[src/rtl/multicycle_control.sv]
// Multi-cycle RV32I control FSM: sequences each instruction over a shared ALU
// and one req/ready memory port, with trap, bus-timeout and retire counting.
module multicycle_control #(
    parameter bit          FULL_BRANCH = 1'b1,
    parameter int unsigned MEM_TIMEOUT = 16,
    parameter int unsigned CNT_W       = 32
) (
    input  logic             clk,
    input  logic             rst_n,
    input  logic [6:0]       op_code,
    input  logic [2:0]       func3,
    input  logic [6:0]       func7,
    input  logic             zero,
    input  logic             negative,
    input  logic             overflow,
    input  logic             carry,
    input  logic             mem_ready,
    output logic             mem_req,
    output logic             mem_write,
    output logic             adr_src,
    output logic             ir_write,
    output logic             pc_write,
    output logic             reg_write,
    output logic [1:0]       alu_src_a,
    output logic [1:0]       alu_src_b,
    output logic [2:0]       alu_control,
    output logic [1:0]       result_src,
    output logic [2:0]       imm_type,
    output logic             illegal_instr,
    output logic             bus_error,
    output logic [CNT_W-1:0] instret,
    output logic [3:0]       state
);
    typedef enum logic [3:0] {
        S_IDLE, S_FETCH, S_DECODE, S_MEMADR, S_MEMREAD, S_MEMWB, S_MEMWRITE,
        S_EXEC_R, S_EXEC_I, S_ALUWB, S_BRANCH, S_JAL, S_UPPER, S_TRAP
    } state_t;

    localparam logic [6:0] OP_LOAD  = 7'b0000011;
    localparam logic [6:0] OP_STORE = 7'b0100011;
    localparam logic [6:0] OP_R     = 7'b0110011;
    localparam logic [6:0] OP_I     = 7'b0010011;
    localparam logic [6:0] OP_BR    = 7'b1100011;
    localparam logic [6:0] OP_JAL   = 7'b1101111;
    localparam logic [6:0] OP_LUI   = 7'b0110111;
    localparam logic [6:0] OP_AUIPC = 7'b0010111;

    localparam int unsigned WAIT_W = (MEM_TIMEOUT > 1) ? $clog2(MEM_TIMEOUT) : 1;
    localparam bit          TO_EN  = (MEM_TIMEOUT != 0);
    localparam logic [WAIT_W-1:0] WAIT_MAX =
        TO_EN ? WAIT_W'(MEM_TIMEOUT - 1) : '0;

    state_t             r_state;
    logic [WAIT_W-1:0]  r_wait;
    logic               r_illegal;
    logic               r_bus_err;
    logic [CNT_W-1:0]   r_instret;

    logic       w_f3_ok;
    logic       w_f7_ok;
    logic       w_br_ok;
    logic       w_legal;
    logic       w_upper;
    logic       w_sub;
    logic       w_taken;
    logic       w_timeout;
    logic       w_retire;
    logic [2:0] w_alu;

    always_comb begin
        w_f3_ok = (func3 == 3'b000) || (func3 == 3'b111) || (func3 == 3'b110)
               || (func3 == 3'b100) || (func3 == 3'b010);
        w_f7_ok = (func7 == 7'b0000000) || (func7 == 7'b0100000);
        w_br_ok = FULL_BRANCH ? (func3[2:1] != 2'b01) : (func3 == 3'b000);
        w_legal = 1'b0;
        case (op_code)
            OP_LOAD, OP_STORE, OP_JAL, OP_LUI, OP_AUIPC: w_legal = 1'b1;
            OP_R:    w_legal = w_f3_ok && w_f7_ok;
            OP_I:    w_legal = w_f3_ok;
            OP_BR:   w_legal = w_br_ok;
            default: w_legal = 1'b0;
        endcase
        w_upper = (op_code == OP_LUI) || (op_code == OP_AUIPC);
        w_sub   = (op_code == OP_R) && (func7 == 7'b0100000);
        w_alu   = 3'b000;
        unique case (1'b1)
            (func3 == 3'b000): w_alu = w_sub ? 3'b001 : 3'b000;
            (func3 == 3'b111): w_alu = 3'b010;
            (func3 == 3'b110): w_alu = 3'b011;
            (func3 == 3'b100): w_alu = 3'b100;
            (func3 == 3'b010): w_alu = 3'b101;
            default:           w_alu = 3'b000;
        endcase
        w_taken = 1'b0;
        case (func3)
            3'b000:  w_taken = zero;
            3'b001:  w_taken = !zero;
            3'b100:  w_taken = negative ^ overflow;
            3'b101:  w_taken = !(negative ^ overflow);
            3'b110:  w_taken = !carry;
            3'b111:  w_taken = carry;
            default: w_taken = 1'b0;
        endcase
        // ready on the final allowed cycle completes the access
        w_timeout = TO_EN && (r_wait == WAIT_MAX) && !mem_ready;
        w_retire  = (r_state == S_MEMWB) || (r_state == S_ALUWB)
                 || (r_state == S_BRANCH) || (r_state == S_UPPER)
                 || ((r_state == S_MEMWRITE) && mem_ready);
    end

    always_ff @(posedge clk or negedge rst_n) begin
        if (!rst_n) begin
            r_state   <= S_IDLE;
            r_wait    <= '0;
            r_illegal <= 1'b0;
            r_bus_err <= 1'b0;
            r_instret <= '0;
        end else begin
            r_wait <= '0;
            if (w_retire) r_instret <= r_instret + CNT_W'(1);
            unique case (r_state)
                S_IDLE: r_state <= S_FETCH;
                S_FETCH, S_MEMREAD, S_MEMWRITE: begin
                    if (mem_ready) begin
                        if (r_state == S_FETCH)        r_state <= S_DECODE;
                        else if (r_state == S_MEMREAD) r_state <= S_MEMWB;
                        else                           r_state <= S_FETCH;
                    end else if (w_timeout) begin
                        r_bus_err <= 1'b1;
                        r_state   <= S_TRAP;
                    end else begin
                        r_wait <= r_wait + 1'b1;
                    end
                end
                S_DECODE: begin
                    if (!w_legal) begin
                        r_illegal <= 1'b1;
                        r_state   <= S_TRAP;
                    end else begin
                        case (op_code)
                            OP_LOAD, OP_STORE: r_state <= S_MEMADR;
                            OP_R:              r_state <= S_EXEC_R;
                            OP_I:              r_state <= S_EXEC_I;
                            OP_BR:             r_state <= S_BRANCH;
                            OP_JAL:            r_state <= S_JAL;
                            default:           r_state <= S_UPPER;
                        endcase
                    end
                end
                S_MEMADR: r_state <= (op_code == OP_STORE) ? S_MEMWRITE : S_MEMREAD;
                S_EXEC_R, S_EXEC_I, S_JAL: r_state <= S_ALUWB;
                S_MEMWB, S_ALUWB, S_BRANCH, S_UPPER: r_state <= S_FETCH;
                S_TRAP: r_state <= S_TRAP;
                default: r_state <= S_IDLE;
            endcase
        end
    end

    always_comb begin
        mem_req     = 1'b0;
        mem_write   = 1'b0;
        adr_src     = 1'b0;
        ir_write    = 1'b0;
        pc_write    = 1'b0;
        reg_write   = 1'b0;
        alu_src_a   = 2'b00;
        alu_src_b   = 2'b00;
        alu_control = 3'b000;
        result_src  = 2'b00;
        imm_type    = 3'b000;
        case (r_state)
            S_FETCH: begin
                mem_req    = 1'b1;
                alu_src_b  = 2'b10;
                result_src = 2'b10;
                ir_write   = mem_ready;
                pc_write   = mem_ready;
            end
            S_DECODE: begin
                alu_src_a = 2'b01;
                alu_src_b = 2'b01;
                imm_type  = w_upper ? 3'b100 : 3'b010;
            end
            S_MEMADR: begin
                alu_src_a = 2'b10;
                alu_src_b = 2'b01;
                imm_type  = (op_code == OP_STORE) ? 3'b001 : 3'b000;
            end
            S_MEMREAD: begin
                mem_req = 1'b1;
                adr_src = 1'b1;
            end
            S_MEMWB: begin
                result_src = 2'b01;
                reg_write  = 1'b1;
            end
            S_MEMWRITE: begin
                mem_req   = 1'b1;
                mem_write = 1'b1;
                adr_src   = 1'b1;
            end
            S_EXEC_R: begin
                alu_src_a   = 2'b10;
                alu_control = w_alu;
            end
            S_EXEC_I: begin
                alu_src_a   = 2'b10;
                alu_src_b   = 2'b01;
                alu_control = w_alu;
            end
            S_ALUWB: reg_write = 1'b1;
            S_BRANCH: begin
                alu_src_a   = 2'b10;
                alu_control = 3'b001;
                pc_write    = w_taken;
            end
            S_JAL: begin
                alu_src_a = 2'b01;
                alu_src_b = 2'b10;
                pc_write  = 1'b1;
            end
            S_UPPER: begin
                reg_write  = 1'b1;
                result_src = (op_code == OP_LUI) ? 2'b11 : 2'b00;
            end
            default: ;
        endcase
    end

    assign illegal_instr = r_illegal;
    assign bus_error     = r_bus_err;
    assign instret       = r_instret;
    assign state         = r_state;
endmodule

[config.mk]
export PLATFORM = sky130hd
export DESIGN_NAME = multicycle_control
export DESIGN_NICKNAME = d
export VERILOG_FILES = /design/src/rtl/multicycle_control.sv
export SDC_FILE = /design/constraint.sdc
export NUM_CORES = 1
export LEC_CHECK = 0
export ABC_AREA = 1
export BUFFER_PORTS_ARGS = -buffer_cell sky130_fd_sc_hd__buf_2
export CAP_MARGIN = 20
export CORE_MARGIN = 2
export CORE_UTILIZATION = 53
export CTS_CLUSTER_DIAMETER = 150
export DETAILED_ROUTE_END_ITERATION = 8
export HOLD_SLACK_MARGIN = 0.02
export PLACE_DENSITY = 0.78
export SLEW_MARGIN = 30
export SYNTH_ARGS = -nofsm -noshare
export SYNTH_HDL_FRONTEND = slang
export SYNTH_SLANG_ARGS = --single-unit
[constraint.sdc]
create_clock -name clk -period 2.1 [get_ports clk]
set_clock_uncertainty 0.15 [all_clocks]
set_input_delay 0.42 -clock clk [delete_from_list [all_inputs] [get_ports clk]]
set_output_delay 0.42 -clock clk [all_outputs]
set_load 0.02 [all_outputs]
==> summary.txt, run 1 <==
number of I/O port buffers -> 79
area grow syn2layout -> 27.3%
1st-pass router iterations -> 5
Yosys top cell area share -> 0.350
GRT Total Usage -> 0.269
Worst VDD drop -> 950 uV
CTS tree -> yes
worst setup path category -> register to output port
Pwr Density -> 973 mW/mm2
Post-Synth XOR/XNOR Area -> 0.0758
syn_nets -> 481
Critical Path RT -> 1.53 ns
ANT nets after route -> 0
Post-synth EDFFs -> 0
asr flop ratio synth -> 1.00
IO Pins -> 80
delay of the slowest critical-path stage -> 0.44 ns
worst-margin pin slew -> 0.493 ns
RSZ-0062 raised after global routing -> yes
htree depth -> 2
final worst setup slack -> 0.0433 ns
LEAKAGE -> 2.02 nW
worst skew pair latency -> 0.30 ns
CTS sink count -> 42
Slew HR -> 0.669
met2 Use GR -> 0.473
gr busiest metal -> met2
worst hold stages -> 4
synthesized area -> 0.00300 mm2
crit-path cells -> inv_2, nand2_4, buf_4, o22ai_1, buf_2
die area -> 0.00629 mm2
crit start category -> register
largest family of logic cells by synthesized area -> simple AND/OR/NAND/NOR gates
share of cells above drive strength 1 -> 0.276
total CTS buffers -> 5
top-count cell post-synth -> nand2_1
WL/cell -> 13.0 um
min Tclk post-route -> 2.06 ns
area post-placement -> 0.00355 mm2
Seq/Total Area, Yosys -> 0.350
first-pass GRT wire length -> 13.4 mm
synthesized-area fraction occupied by adder cells -> 0.00833
Post-synth top cells -> 136 x nand2_1, 70 x nor2_1, 61 x inv_1, 42 x dfrtp_1, 31 x nand3_1
Setup-failing EPs final -> 0
initial core utilization -> 0.546
MaxCap Viol Count -> 0
status -> complete, no violations
Die X-Extent -> 79.3 um
placed wire-length estimate -> 6.41 mm
largest net degree at the start of global routing -> 24
Synth Area in Compound Gates -> 0.0646
clock root buffer -> clkbuf_8
DRC errors left -> 0
grt met3 use -> 0.0398
Final Hold Violating Endpoints -> 0
GP Congestion -> 0.959
Cells after Synth -> 455
Worst R2R Start -> state[0]
worst-path fanout max -> 4
DR vias -> 3257
Top FF cell, synth -> dfrtp_1
Antenna diodes -> 0
Fillers -> 496
f_max -> 0.486 GHz
pre-CTS WS -> 0.0597 ns
CTS clk-pin slew, worst paths -> 0.09 ns
Hold WC Path Type -> input port to register
Post-Synth Simple-Gate Area -> 0.409
YS warnings -> 0
Slowest-stage cell, CP -> dfrtp_1
crit end category -> output port
Mean Syn Cell Area -> 6.60 um2
mux contribution to synthesized area -> 0
met1 Resource Use GR -> 0.342
post-route cell area -> 0.00382 mm2
CP Launch Point -> state[1]
number of global-route vias before repair -> 2989
initial antenna violation count -> 0
register bit total from synthesis -> 42
Worst EP arrival -> 1.49 ns
Yosys top cell by area -> dfrtp_1
period utilization -> 0.979
Power, Total -> 3.72 mW
ranking of synthesized cells by area -> dfrtp_1 35%, nand2_1 17%, nor2_1 8.7%, inv_1 7.6%, xor2_1 6.4%
row cnt -> 27
nets -> 582
Yosys cell types -> 31
final WL -> 8.15 mm
FF-to-FF path depth -> 9
final max-slew violation count -> 0
core area -> 0.00551 mm2
GRT overflow -> 0
hold path start -> mem_ready
DIE HEIGHT -> 79.3 um
Max clock buf depth -> 2
DRT iter0 DRCs -> 207
via density per instance -> 5.18
-- registers in the layout, summed over array words and instances, names as in the netlist --
register and count:
bus_error 1, illegal_instr 1, r_wait 4, state 4, instret 32
-- cell families after synthesis --
family	count (synthesis)
DFF	42
xor gates and xnor gates	26
buffers and inverters	71
AOI/OAI and AO/OA	34
adders and majority gates	2
and+or+nand+nor	280
-- placed cells by master (no fill, tap or decap), types with 2 or more instances in the layout --
| cell | n |
|---|---|
| clkinvlp_4 | 2 |
| xnor2_1 | 4 |
| nor2_1 | 59 |
| buf_2 | 73 |
| inv_2 | 11 |
| nand3_4 | 2 |
| ha_1 | 2 |
| nand2_2 | 9 |
| dfrtp_2 | 3 |
| clkbuf_8 | 5 |
| xor2_1 | 22 |
| nand3_1 | 31 |
| nor3_1 | 16 |
| nand4_1 | 6 |
| dfrtp_1 | 39 |
| a21oi_1 | 5 |
| buf_4 | 22 |
| nor3_2 | 5 |
| nand2_1 | 132 |
| nand2_4 | 2 |
| nor2_4 | 8 |
| o21ai_0 | 20 |
| inv_1 | 57 |
| nor2_2 | 7 |
-- critical path: cells and delay by family, from the launching register on --
family / cells / cell delay, ns
AND/OR/NAND/NOR: 1 / 0.09
buffers and inverters: 3 / 0.48
flip-flops: 1 / 0.44
AO/OA/AOI/OAI: 1 / 0.18
-- metrics by stage --
step / hold slack, ns / std cells / utilization / TNS, ns
after global placement: 0.247 / 612 / 0.644 / 0
final: 0.284 / 629 / 0.695 / 0
after CTS: 0.270 / 623 / 0.670 / -0.00181
after detailed placement: 0.253 / 612 / 0.644 / 0
after global routing: 0.305 / 629 / 0.695 / -0.312
after floorplan: -0.0256 / 455 / - / 0
-- power breakdown --
part,switching [mW],total [mW],internal (mW)
clock,0.303,0.541,0.238
combinational,1.39,2.07,0.684
sequential,0.161,1.11,0.947
-- path summary, 6_finish.rpt --
check	slack, ns	end
worst max-delay path	0.04	alu_src_b[0]
worst min-delay path	0.28	r_wait[1]
max in group asynchronous	0.83	state[0]
worst min register to register	0.32	r_wait[0]
min in group asynchronous	0.46	instret[28]
worst max register to register	0.17	instret[19]
-- routing by layer --
layer	wire (um)	vias up	part of all wire
met1	3450	1501	0.42
li1	-	1624	-
met4	183	0	0.022
met3	415	19	0.051
met2	4110	113	0.50
met5	0	-	0
-- final cells by class --
type	instances	area, um2	share of cell area
multi-input cells	342	1770	0.463
flip-flops and latches	42	1050	0.276
repair buffers	97	561	0.147
inverters	68	255	0.0667
well taps	72	90.1	0.0236
clock buffers	5	68.8	0.0180
clock inverters	3	23.8	0.00622
-- repair_timing --
item                                   4_1_cts  5_1_grt
setup buffers                                2        6
hold buffers                                 1        0
resized for setup                           10       30
endpoints found under the hold margin       19        0
setup endpoints to repair                   13       14
pin swaps                                    0        6
Power figures use the tool's default switching activity.
==> run 2, diff against run 1 <==
--- a/config.mk
+++ b/config.mk
@@ -6,7 +6,8 @@
 export NUM_CORES = 1
 export LEC_CHECK = 0
 export ABC_AREA = 1
-export BUFFER_PORTS_ARGS = -buffer_cell sky130_fd_sc_hd__buf_2
+export ABC_CLOCK_PERIOD_IN_PS = 2100
+export BUFFER_PORTS_ARGS = -buffer_cell sky130_fd_sc_hd__buf_4
 export CAP_MARGIN = 20
 export CORE_MARGIN = 2
 export CORE_UTILIZATION = 53
@@ -14,6 +15,7 @@
 export DETAILED_ROUTE_END_ITERATION = 8
 export HOLD_SLACK_MARGIN = 0.02
 export PLACE_DENSITY = 0.78
+export REMOVE_ABC_BUFFERS = 1
 export SLEW_MARGIN = 30
 export SYNTH_ARGS = -nofsm -noshare
 export SYNTH_HDL_FRONTEND = slang
==> run 2 against run 1 <==
  * Wire length rose by 5.3%
  * Critical path type unchanged
  * Register-to-register slack improved by 0.05 ns
  * Count of clock-buffer cells in the layout is 1 higher
  * Sequential share of layout area down 1.2 points
  * Sequential cell count stayed put
  * First-iteration DRC count grew 14%
  * Via count down 1.1%
  * Clock power is 20% higher
  * Sequential power is essentially flat
  * Non-clock buffer count is 3 lower
  * Global-route usage is 0.68 points higher
==> summary.txt, run 2 (synthesis results as in run 1) <==
status -> complete, no violations (unchanged)
Power, Total -> 4.02 mW (was 3.72 mW)
total CTS buffers -> 5 (unchanged)
Max clock buf depth -> 2 (unchanged)
Hold WC Path Type -> input port to register (unchanged)
area grow syn2layout -> 33.2% (was 27.3%)
f_max -> 0.480 GHz (was 0.486 GHz)
worst skew pair latency -> 0.30 ns (about the same)
Die X-Extent -> 79.3 um (unchanged)
GRT Total Usage -> 0.276 (was 0.269)
placed cell count -> 609 (was 612)
row cnt -> 27 (unchanged)
core area -> 0.00551 mm2 (unchanged)
WL/cell -> 13.7 um (was 13.0 um)
M1 WL -> 4.10 mm (was 3.45 mm)
Worst VDD drop -> 784 uV (was 950 uV)
crit start category -> register (unchanged)
CTS sink count -> 42 (unchanged)
pre-CTS WS -> 0.119 ns (was 0.0597 ns)
Top Metal Used -> met4 (unchanged)
MaxCap Viol Count -> 0 (unchanged)
initial core utilization -> 0.546 (unchanged)
met2 WL post-DR -> 3.82 mm (was 4.11 mm)
Final Hold Violating Endpoints -> 0 (unchanged)
DR vias -> 3221 (was 3257)
wire length on met3 -> 556 um (was 415 um)
worst setup path category -> register to output port (unchanged)
CTS tree -> yes (unchanged)
DRC errors left -> 0 (unchanged)
GP Congestion -> 0.986 (was 0.959)
reg2reg setup slack -> 0.22 ns (was 0.17 ns)
commonest cells after routing, fill and taps aside -> 131 x nand2_1, 91 x buf_4, 59 x nor2_1 (was 132 x nand2_1, 73 x buf_2, 59 x nor2_1)
Worst EP arrival -> 1.51 ns (was 1.49 ns)
Fillers -> 481 (was 496)
Layout Cells excl Fill -> 626 (was 629)
DIE HEIGHT -> 79.3 um (unchanged)
IO Pins -> 80 (unchanged)
DRT iter0 DRCs -> 237 (was 207)
Pwr Density -> 1000 mW/mm2 (was 973 mW/mm2)
first-pass GRT wire length -> 13.6 mm (was 13.4 mm)
via density per instance -> 5.15 (was 5.18)
initial antenna violation count -> 0 (unchanged)
largest net degree at the start of global routing -> 43 (was 24)
share of cells above drive strength 1 -> 0.273 (was 0.276)
placed wire-length estimate -> 6.70 mm (was 6.41 mm)
GRT overflow -> 0 (unchanged)
final WL -> 8.59 mm (was 8.15 mm)
htree depth -> 2 (unchanged)
Critical Path RT -> 1.53 ns (about the same)
RSZ-0062 raised after global routing -> yes (unchanged)
worst-margin pin slew -> 0.523 ns (was 0.493 ns)
CTS clk-pin slew, worst paths -> 0.08 ns (was 0.09 ns)
final max-slew violation count -> 0 (unchanged)
worst-path fanout max -> 5 (was 4)
final worst setup slack -> 0.0166 ns (was 0.0433 ns)
most common cell after layout, fill and taps aside -> nand2_1 (unchanged)
LEAKAGE -> 2.05 nW (was 2.02 nW)
clock root buffer -> clkbuf_8 (unchanged)
1st-pass router iterations -> 7 (was 5)
crit end category -> output port (unchanged)
Setup-failing EPs final -> 0 (unchanged)
ANT nets after route -> 0 (unchanged)
number of global-route vias before repair -> 2938 (was 2989)
die area -> 0.00629 mm2 (unchanged)
min Tclk post-route -> 2.08 ns (was 2.06 ns)
Antenna diodes -> 0 (unchanged)
max reg flops -> 32 (unchanged)
period utilization -> 0.992 (was 0.979)
nets -> 579 (was 582)
Slew HR -> 0.649 (was 0.669)
number of I/O port buffers -> 79 (unchanged)
run 2: final timing paths:
| kind | start | end | cells past startpoint |
|---|---|---|---|
| min | mem_ready | r_wait[1] | 4 |
| min in group asynchronous | rst_n | r_wait[1] | 2 |
| max reg2reg | state[3] | state[0] | 11 |
| min reg2reg | r_wait[0] | r_wait[0] | 1 |
| max in group asynchronous | rst_n | state[2] | 2 |
| max | state[3] | alu_control[0] | 8 |
run 2: per-stage QoR:
stage | area (um2) | hold slack, ns | setup TNS [ns] | util
after floorplan | 2980 | -0.0256 | 0 | -
after global placement | 3710 | 0.284 | 0 | 0.674
after detailed placement | 3710 | 0.290 | 0 | 0.674
after CTS | 3860 | 0.251 | -0.0533 | 0.701
after global routing | 4000 | 0.297 | -0.211 | 0.727
final | 4000 | 0.264 | 0 | 0.727
run 2: worst max-delay path: stages, from the launching register on:
cell and delay, ns:
dfrtp_2 0.47, buf_6 0.14, nand2_2 0.11, nor2_4 0.05, nor2_4 0.13, nor2_2 0.06
nand2_1 0.06, nand2_1 0.04, buf_4 0.15
run 2: power by group:
| part | switching, mW | internal (mW) | total [mW] |
|---|---|---|---|
| Clock | 0.295 | 0.355 | 0.650 |
| Combinational | 1.42 | 0.829 | 2.25 |
| Sequential | 0.171 | 0.947 | 1.12 |
| Total | 1.89 | 2.13 | 4.02 |
run 2: final cells by class:
type / instances / area, um2 / area share
Clock buffer: 6 / 72.6 / 0.0181
Tap cell: 72 / 90.1 / 0.0225
Timing Repair Buffer: 94 / 716 / 0.179
Multi-Input combinational cell: 342 / 1770 / 0.443
Clock inverter: 2 / 37.5 / 0.00938
Inverter: 68 / 258 / 0.0644
Sequential cell: 42 / 1050 / 0.264
run 2: what timing repair did:
item,in CTS,in global routing
setup endpoints to repair,11,13
hold buffers,1,0
resized for setup,7,31
buffers inserted,2,6
endpoints found under the hold margin,42,0
pin swaps,1,7
run 2: layer usage:
| layer | vias up | global-route usage |
|---|---|---|
| met1 | 1463 | 0.390 |
| met4 | 0 | 0.0638 |
| met5 | - | 0 |
| met3 | 14 | 0.0523 |
| met2 | 127 | 0.438 |
| li1 | 1617 | - |
==> run 3, diff against run 2 <==
--- a/config.mk
+++ b/config.mk
@@ -9,6 +9,7 @@
 export ABC_CLOCK_PERIOD_IN_PS = 2100
 export BUFFER_PORTS_ARGS = -buffer_cell sky130_fd_sc_hd__buf_4
 export CAP_MARGIN = 20
+export CORE_ASPECT_RATIO = 1.5
 export CORE_MARGIN = 2
 export CORE_UTILIZATION = 53
 export CTS_CLUSTER_DIAMETER = 150
==> run 3 against run 2 <==
  * The run now ends with negative setup slack left
  * Count of clock-buffer cells in the layout stayed put
  * Worst setup slack worse by 0.026 ns
  * Worst hold slack worse by 0.024 ns
  * Global-route usage is 0.28 points higher
  * Critical path type unchanged
==> summary.txt, run 3 (synthesis results as in run 1) <==
initial antenna violation count -> 0 (unchanged)
first-pass GRT wire length -> 13.5 mm (was 13.6 mm)
FF-to-FF path depth -> 8 (was 11)
most frequent CP cell -> nand2_1
crit start category -> register (unchanged)
Final Hold Violating Endpoints -> 0 (unchanged)
IO Pins -> 80 (unchanged)
LEAKAGE -> 2.08 nW (was 2.05 nW)
GRT overflow -> 0 (unchanged)
CTS tree -> yes (unchanged)
Crit path max-delay family -> simple AND/OR/NAND/NOR gates (was flip-flops)
total CTS buffers -> 5 (unchanged)
Antenna diodes -> 0 (unchanged)
delay of the slowest critical-path stage -> 0.42 ns (was 0.47 ns)
Slew HR -> 0.638 (was 0.649)
worst setup path category -> register to output port (unchanged)
Max clock buf depth -> 2 (unchanged)
commonest cells after routing, fill and taps aside -> 133 x nand2_1, 92 x buf_4, 58 x nor2_1 (was 131 x nand2_1, 91 x buf_4, 59 x nor2_1)
initial core utilization -> 0.551 (was 0.546)
f_max -> 0.474 GHz (was 0.480 GHz)
Critical Path RT -> 1.53 ns (about the same)
placed wire-length estimate -> 6.63 mm (was 6.70 mm)
Die X-Extent -> 65.5 um (was 79.3 um)
worst-path fanout max -> 4 (was 5)
clock root buffer -> clkbuf_8 (unchanged)
Layout Cells excl Fill -> 625 (was 626)
Power, Total -> 4.11 mW (was 4.02 mW)
Setup-failing EPs final -> 2 (was 0)
nets -> 580 (was 579)
htree depth -> 2 (unchanged)
worst skew pair latency -> 0.29 ns (was 0.30 ns)
GRT Total Usage -> 0.278 (was 0.276)
pre-CTS WS -> 0.0619 ns (was 0.119 ns)
max reg flops -> 32 (unchanged)
total negative slack -> -0.0101 ns (was 0 ns)
worst-margin pin slew -> 0.543 ns (was 0.523 ns)
Fillers -> 463 (was 481)
die area -> 0.00630 mm2 (was 0.00629 mm2)
DR vias -> 3288 (was 3221)
most common cell after layout, fill and taps aside -> nand2_1 (unchanged)
Worst EP arrival -> 1.54 ns (was 1.51 ns)
placed cell count -> 607 (was 609)
GP Congestion -> 0.899 (was 0.986)
crit-path cells -> inv_2, nand2_1, nor2_4, nand2_1, inv_1, buf_4 (was buf_6, nand2_2, nor2_4, nor2_4, nor2_2, nand2_1, nand2_1, buf_4)
Worst VDD drop -> 985 uV (was 784 uV)
final worst setup slack -> -0.00936 ns (was 0.0166 ns)
DIE HEIGHT -> 96.2 um (was 79.3 um)
share of cells above drive strength 1 -> 0.276 (was 0.273)
final max-slew violation count -> 0 (unchanged)
worst path bufs/invs -> 3 (was 2)
status -> complete, but fails checks (was complete, no violations)
Multi-input gate area -> 0.00179 mm2 (was 0.00177 mm2)
row cnt -> 33 (was 27)
CTS sink count -> 42 (unchanged)
1st-pass router iterations -> 4 (was 7)
CTS clk-pin slew, worst paths -> 0.08 ns (about the same)
failing checks -> negative setup slack
DRC errors left -> 0 (unchanged)
Slowest-stage cell, CP -> dfrtp_1 (was dfrtp_2)
number of I/O port buffers -> 79 (unchanged)
RSZ-0062 raised after global routing -> yes (unchanged)
worst hold stages -> 4 (unchanged)
period utilization -> 1.00 (was 0.992)
cell count along the critical path -> 6 (was 8)
DRT iter0 DRCs -> 177 (was 237)
core area -> 0.00545 mm2 (was 0.00551 mm2)
Hold WC Path Type -> input port to register (unchanged)
number of global-route vias before repair -> 3108 (was 2938)
MaxCap Viol Count -> 0 (unchanged)
min Tclk post-route -> 2.11 ns (was 2.08 ns)
area grow syn2layout -> 35.1% (was 33.2%)
largest net degree at the start of global routing -> 43 (unchanged)
final WL -> 8.71 mm (was 8.59 mm)
crit end category -> output port (unchanged)
FF+latch area -> 0.00105 mm2 (unchanged)
via density per instance -> 5.26 (was 5.15)
WL/cell -> 13.9 um (was 13.7 um)
ANT nets after route -> 0 (unchanged)
Pwr Density -> 1010 mW/mm2 (was 1000 mW/mm2)
[run 3: final timing paths]
path	from	end	slack, ns
max	state[1]	ir_write	-0.009
min	mem_ready	r_wait[1]	0.24
max reg2reg	state[3]	instret[20]	0.12
min reg2reg	r_wait[0]	r_wait[0]	0.32
max in group asynchronous	rst_n	state[0]	0.91
min in group asynchronous	rst_n	r_wait[2]	0.50
[run 3: timing repair]
item                       CTS  global route
pin swaps                    1             8
hold endpoints to repair    42             0
setup endpoints to repair   12            13
gates resized for setup      8            32
buffers inserted             5             4
hold buffers                 1             0
[run 3: metrics by stage]
step | utilization | hold WS, ns | area, um2
after floorplan | - | -0.0256 | 2980
after global placement | 0.680 | 0.286 | 3710
after detailed placement | 0.680 | 0.292 | 3710
after CTS | 0.718 | 0.236 | 3910
after global routing | 0.745 | 0.261 | 4060
final | 0.745 | 0.240 | 4060
[run 3: area by class of cell]
type | instances | share of cell area
timing repair buffer | 95 | 0.178
tap | 70 | 0.0216
multi-input combinational | 342 | 0.442
clock inverter | 2 | 0.0148
sequential | 42 | 0.260
clock buffer | 6 | 0.0203
inverter | 68 | 0.0635
[run 3: tightest hold or removal path, cell delays in order]
cell     delay (ns)
buf_4          0.10
inv_1          0.05
nand2_1        0.05
nor2_1         0.04
[run 3: power by group]
part / switching, mW / internal [mW]
clock network: 0.278 / 0.507
logic: 1.42 / 0.785
registers: 0.171 / 0.947
total: 1.87 / 2.24
[run 3: per-layer routing]
metal | track usage | share of wire | vias up
met5 | 0 | 0 | -
met4 | 0.146 | 0.041 | 0
met3 | 0.0409 | 0.047 | 27
met2 | 0.533 | 0.54 | 102
met1 | 0.287 | 0.37 | 1538
li1 | - | - | 1621
